===== src/rtl/fetch_unit.sv =====
// Instruction-fetch front end: PC register, 1-cycle-latency imem request port,
// DEPTH-entry instruction queue to decode, internal branch/jump redirect.
module fetch_unit #(
  parameter int unsigned          PC_WIDTH = 32,
  parameter logic [PC_WIDTH-1:0]  RESET_PC = '0,
  parameter int unsigned          DEPTH    = 4
) (
  input  logic                        clk,
  input  logic                        reset,
  output logic                        imem_req,
  output logic [PC_WIDTH-1:0]         imem_addr,
  input  logic [31:0]                 imem_rdata,
  input  logic                        redir_valid,
  input  logic                        redir_kind,
  input  logic [PC_WIDTH-1:0]         redir_base,
  input  logic [25:0]                 redir_imm,
  output logic                        dec_valid,
  input  logic                        dec_ready,
  output logic [31:0]                 dec_instr,
  output logic [PC_WIDTH-1:0]         dec_pc,
  output logic [PC_WIDTH-1:0]         dec_pc_plus4,
  output logic [$clog2(DEPTH):0]      q_count
);

  localparam int unsigned AW = $clog2(DEPTH);
  localparam int unsigned CW = AW + 1;

  logic [PC_WIDTH-1:0] pc;
  logic [PC_WIDTH-1:0] inflight_pc;
  logic                inflight;
  logic [31:0]         q_instr [DEPTH];
  logic [PC_WIDTH-1:0] q_pc    [DEPTH];
  logic [AW-1:0]       rd_ptr;
  logic [AW-1:0]       wr_ptr;
  logic [CW-1:0]       count;

  logic                pop;
  logic                push;
  logic                issue;
  logic                head_valid;
  logic [CW:0]         occ_after;
  logic [PC_WIDTH-1:0] br_off;
  logic [PC_WIDTH-1:0] jmp_target;
  logic [PC_WIDTH-1:0] target;

  // Branch offset: sign-extended word offset, fitted to PC_WIDTH
  if (PC_WIDTH <= 32) begin : g_br_narrow
    logic [31:0] off32;
    assign off32  = {{14{redir_imm[15]}}, redir_imm[15:0], 2'b00};
    assign br_off = off32[PC_WIDTH-1:0];
  end else begin : g_br_wide
    assign br_off = {{(PC_WIDTH-16){redir_imm[15]}}, redir_imm[15:0], 2'b00};
  end

  // Jump target: region bits from the base above bit 27 when they exist
  if (PC_WIDTH > 28) begin : g_jmp_region
    assign jmp_target = {redir_base[PC_WIDTH-1:28], redir_imm, 2'b00};
  end else begin : g_jmp_narrow
    logic [27:0] jmp28;
    assign jmp28      = {redir_imm, 2'b00};
    assign jmp_target = jmp28[PC_WIDTH-1:0];
  end

  // Issue/push/pop decisions and the word-aligned redirect target
  always_comb begin
    head_valid = (count != '0);
    pop        = head_valid && dec_ready && !redir_valid;
    push       = inflight && !redir_valid;
    occ_after  = (CW+1)'(count) + (CW+1)'(inflight) - (CW+1)'(pop);
    issue      = !reset && !redir_valid && (occ_after < (CW+1)'(DEPTH));
    target     = (redir_kind ? jmp_target : (redir_base + br_off)) & ~PC_WIDTH'(3);
  end

  assign imem_req     = issue;
  assign imem_addr    = pc;
  assign dec_valid    = head_valid;
  assign dec_instr    = head_valid ? q_instr[rd_ptr] : 32'd0;
  assign dec_pc       = head_valid ? q_pc[rd_ptr] : '0;
  assign dec_pc_plus4 = head_valid ? (q_pc[rd_ptr] + PC_WIDTH'(4)) : '0;
  assign q_count      = count;

  // PC, in-flight tracking, queue pointers and occupancy
  always_ff @(posedge clk) begin
    if (reset) begin
      pc          <= RESET_PC;
      inflight    <= 1'b0;
      inflight_pc <= '0;
      rd_ptr      <= '0;
      wr_ptr      <= '0;
      count       <= '0;
    end else if (redir_valid) begin
      pc       <= target;
      inflight <= 1'b0;
      rd_ptr   <= '0;
      wr_ptr   <= '0;
      count    <= '0;
    end else begin
      if (issue) begin
        pc          <= pc + PC_WIDTH'(4);
        inflight_pc <= pc;
      end
      inflight <= issue;
      if (push) wr_ptr <= wr_ptr + AW'(1);
      if (pop)  rd_ptr <= rd_ptr + AW'(1);
      count <= count + CW'(push) - CW'(pop);
    end
  end

  // Queue storage, written with the returning instruction and its address
  always_ff @(posedge clk) begin
    if (!reset && push) begin
      q_instr[wr_ptr] <= imem_rdata;
      q_pc[wr_ptr]    <= inflight_pc;
    end
  end

endmodule


===== config.mk =====
export PLATFORM = sky130hd
export DESIGN_NAME = fetch_unit
export DESIGN_NICKNAME = d
export VERILOG_FILES = /design/src/rtl/fetch_unit.sv
export SDC_FILE = /design/constraint.sdc
export NUM_CORES = 1
export LEC_CHECK = 0
export BUFFER_PORTS_ARGS = -buffer_cell sky130_fd_sc_hd__buf_2
export CAP_MARGIN = 30
export CORE_MARGIN = 5
export CORE_UTILIZATION = 62
export DETAILED_ROUTE_END_ITERATION = 10
export GPL_ROUTABILITY_DRIVEN = 0
export PLACE_DENSITY = 0.95
export SLEW_MARGIN = 20
export SYNTH_ARGS = -nofsm -noshare
export SYNTH_HDL_FRONTEND = slang
export SYNTH_SLANG_ARGS = --single-unit

===== constraint.sdc =====
create_clock -name clk -period 9.31 [get_ports clk]
set_input_delay 1.862 -clock clk [delete_from_list [all_inputs] [get_ports clk]]
set_output_delay 1.862 -clock clk [all_outputs]
set_load 0.1 [all_outputs]

==> results.sh <==
export IMPL_whs_endpoint="inflight_pc[12]$_SDFFE_PP0P_"
export IMPL_power_density_nw_per_um2=178
export IMPL_cts_setup_buffers=0
export IMPL_utilization_pct=71.9
export IMPL_synth_seq_area_share_pct=58.1
export IMPL_finalNetCount=1495
export IMPL_synthTopCellsByCount="edfxtp_1 (248), nand2_1 (114), nor2_1 (79)"
export IMPL_die_width_um=167
export IMPL_hold_depth=2
export IMPL_skew_ns=0.0150
export IMPL_rsz0062_at_grt="no"
export IMPL_relSlewSlack_pct=33.5
export IMPL_r2r_start="q_count[0]$_SDFF_PP0_"
export IMPL_criticalPathCategory="in2out"
export IMPL_antenna_found_initial=1
export IMPL_ios=228
export IMPL_grt_pass1_wl_um=58700
export IMPL_cp_max_fo=42
export IMPL_area_growth_pct=14.4
export IMPL_synth_compound_area_share_pct=8.98
export IMPL_ir_drop_v=0.000125
export IMPL_dieArea_um2=27800
export IMPL_root_buffer="clkbuf_16"
export IMPL_synth_xor_area_share_pct=4.08
export IMPL_overflow=0
export IMPL_setup_viol=0
export IMPL_track_usage_pct=26.3
export IMPL_end_kind="output pin"
export IMPL_nFillCells=1456
export IMPL_drt_initial_drc_count=1540
export IMPL_period_needed_ns=6.76
export IMPL_drive_gt1_share_pct=25.1
export IMPL_ys_async_sr_fraction_pct=0
export IMPL_cts_buffer_depth=3
export IMPL_cp_start_kind="primary input"
export IMPL_register_area_um2=8850
export IMPL_drv_cap=0
export IMPL_synth_area_um2=15200
export IMPL_maxSlewViolCount=0
export IMPL_synthSimpleGateAreaFrac_pct=12.2
export IMPL_rr_endpoint="imem_addr[30]$_SDFFE_PP0P_"
export IMPL_vias=10701
export IMPL_cts_resized_gates=0
export IMPL_die_h_um=167
export IMPL_syn_inst=1162
export IMPL_routedWlPerCell_um=22.0
export IMPL_worstPathArrival_ns=4.89
export IMPL_min_path_type="reg2reg"
export IMPL_p_leak_nw=6.62
export IMPL_hold_violations=0
export IMPL_htree_num_levels=1
export IMPL_antenna_left=0
export IMPL_synth_top_cell_area_share_pct=48.9
export IMPL_dp_hpwl_um=24800
export IMPL_multi_input_area_um2=5990
export IMPL_cts_sink_count=318
export IMPL_fmax_mhz=148
export IMPL_cts_tree="done"
export IMPL_firstDrtPassIters=8
export IMPL_port_buffers=219
export IMPL_yosys_top_cells_area="edfxtp_1 (49%), dfxtp_1 (9.2%), mux4_2 (6.1%)"
export IMPL_routed_wl_um=37500
export IMPL_worst_slew_pin_slew_ns=0.990
export IMPL_diodes=0
export IMPL_synth_edff_count=248
export IMPL_ctsHoldBuffers=0
export IMPL_synthMostInstantiatedCell="edfxtp_1"
export IMPL_clk_latency_ns=0.54
export IMPL_hp_start="inflight_pc[12]$_SDFFE_PP0P_"
export IMPL_ys_ff_latch=318
export IMPL_grt_pass1_vias=10397
export IMPL_synth_top_family_by_area="simple AND/OR/NAND/NOR gates"
export IMPL_yosys_warnings=0
export IMPL_placedCellCount=1652
export IMPL_fin_cells=1707
export IMPL_rr_worst_depth=11
export IMPL_synth_mux_area_share_pct=10.5
export IMPL_synth_adder_area_share_pct=3.38
export IMPL_core_area_um2=24200
export IMPL_synth_avg_cell_area_um2=13.1
export IMPL_crit_path_start="redir_valid"
export IMPL_rrSetupSlack_ns=5.52
export IMPL_clk_pin_slew_ns=0.06
export IMPL_start_util_pct=62.8
export IMPL_synthFlopType="edfxtp_1"
export IMPL_num_rows=57
export IMPL_finalSetupTns_ns=0
export IMPL_outcome="complete, no violations"
export IMPL_synth_area_leader_cell="edfxtp_1"
export IMPL_vias_per_cell=6.27
export IMPL_cp_required_ns=7.45
export IMPL_fin_crit_sh_pct=72.6
export IMPL_grt_max_degree=63
export IMPL_numCtsBuffers=29
export IMPL_drc_errors=0
export IMPL_ys_types=75
state kept, by name, indices dropped and copies added, names as in the netlist, named ones only:
name         cells
q_count          3
q_instr        128
inflight_pc     30
q_pc           120
wr_ptr           2
inflight         1
rd_ptr           2
imem_addr       30
critical path, stage by stage:
cell and delay, ns:
buf_2 0.10, buf_4 0.25, or3_1 0.41, ha_1 0.28, nand2_1 0.05, a21o_1 0.20
and3_1 0.43, nor2_8 0.52, clkinv_4 0.34, buf_2 0.40
worst max-delay path by stage:
stage	endpoint	slack (ns)	cells past startpoint
2_1_floorplan	imem_req	2.84	10
3_3_place_gp	imem_req	2.61	10
3_5_place_dp	imem_req	2.60	10
4_1_cts	imem_req	2.59	10
5_1_grt	imem_req	2.38	10
6_report	imem_req	2.55	10
layout by cell type, fill, tap and decap left out, drive strengths merged, types with 25 or more instances in the layout:
master / count
edfxtp: 248
buf: 230
nand2: 114
nor2: 80
and2: 75
dfxtp: 70
mux4: 61
a21oi: 59
clkbuf: 42
xnor2: 39
ha: 38
xor2: 32
o21ai: 25
cell families (layout without fill, tap and decap cells):
family                   count (synthesis)  after routing
AND/OR/NAND/NOR                        369            369
flip-flops                             318            318
AO/OA/AOI/OAI                          198            198
buffers and inverters                   90            306
multiplexers                            75             75
XOR/XNOR                                71             71
adder cells (fa/ha/maj)                 40             40
other                                    1              6
report_power, final:
group / switching (mW) / total, mW / internal (mW)
Sequential: 0.0283 / 1.58 / 1.55
Combinational: 0.303 / 0.415 / 0.112
Clock: 0.485 / 1.12 / 0.634
Total: 0.816 / 3.11 / 2.29
through the flow:
step                      area (um2)  setup WS, ns  hold slack (ns)  total power [mW]
after CTS                      17400          2.59            0.499              3.12
after detailed placement       16500          2.60            0.490              2.01
after global routing           17400          2.38            0.523              3.22
final                          17400          2.55            0.497              3.11
after global placement         16500          2.61            0.474              2.00
after floorplan                15300          2.84            0.459              1.92
area by class of cell:
| class | count | area share (%) |
|---|---|---|
| sequential | 318 | 50.8 |
| multi-input combinational | 759 | 34.4 |
| timing repair buffer | 230 | 6.87 |
| clock buffer | 42 | 4.67 |
| tap | 324 | 2.32 |
| clock inverter | 12 | 0.502 |
| inverter | 22 | 0.502 |
per-layer routing:
metal | part of all wire [%] | wire length, um | track usage (%) | vias up
li1 | - | - | - | 4797
met3 | 10 | 3850 | 5.38 | 83
met5 | 0.035 | 13 | 0 | -
met4 | 2.4 | 886 | 5.73 | 2
met2 | 48 | 18000 | 43.8 | 677
met1 | 39 | 14800 | 36.5 | 5142
No activity file was read; power rests on OpenSTA's default activity.
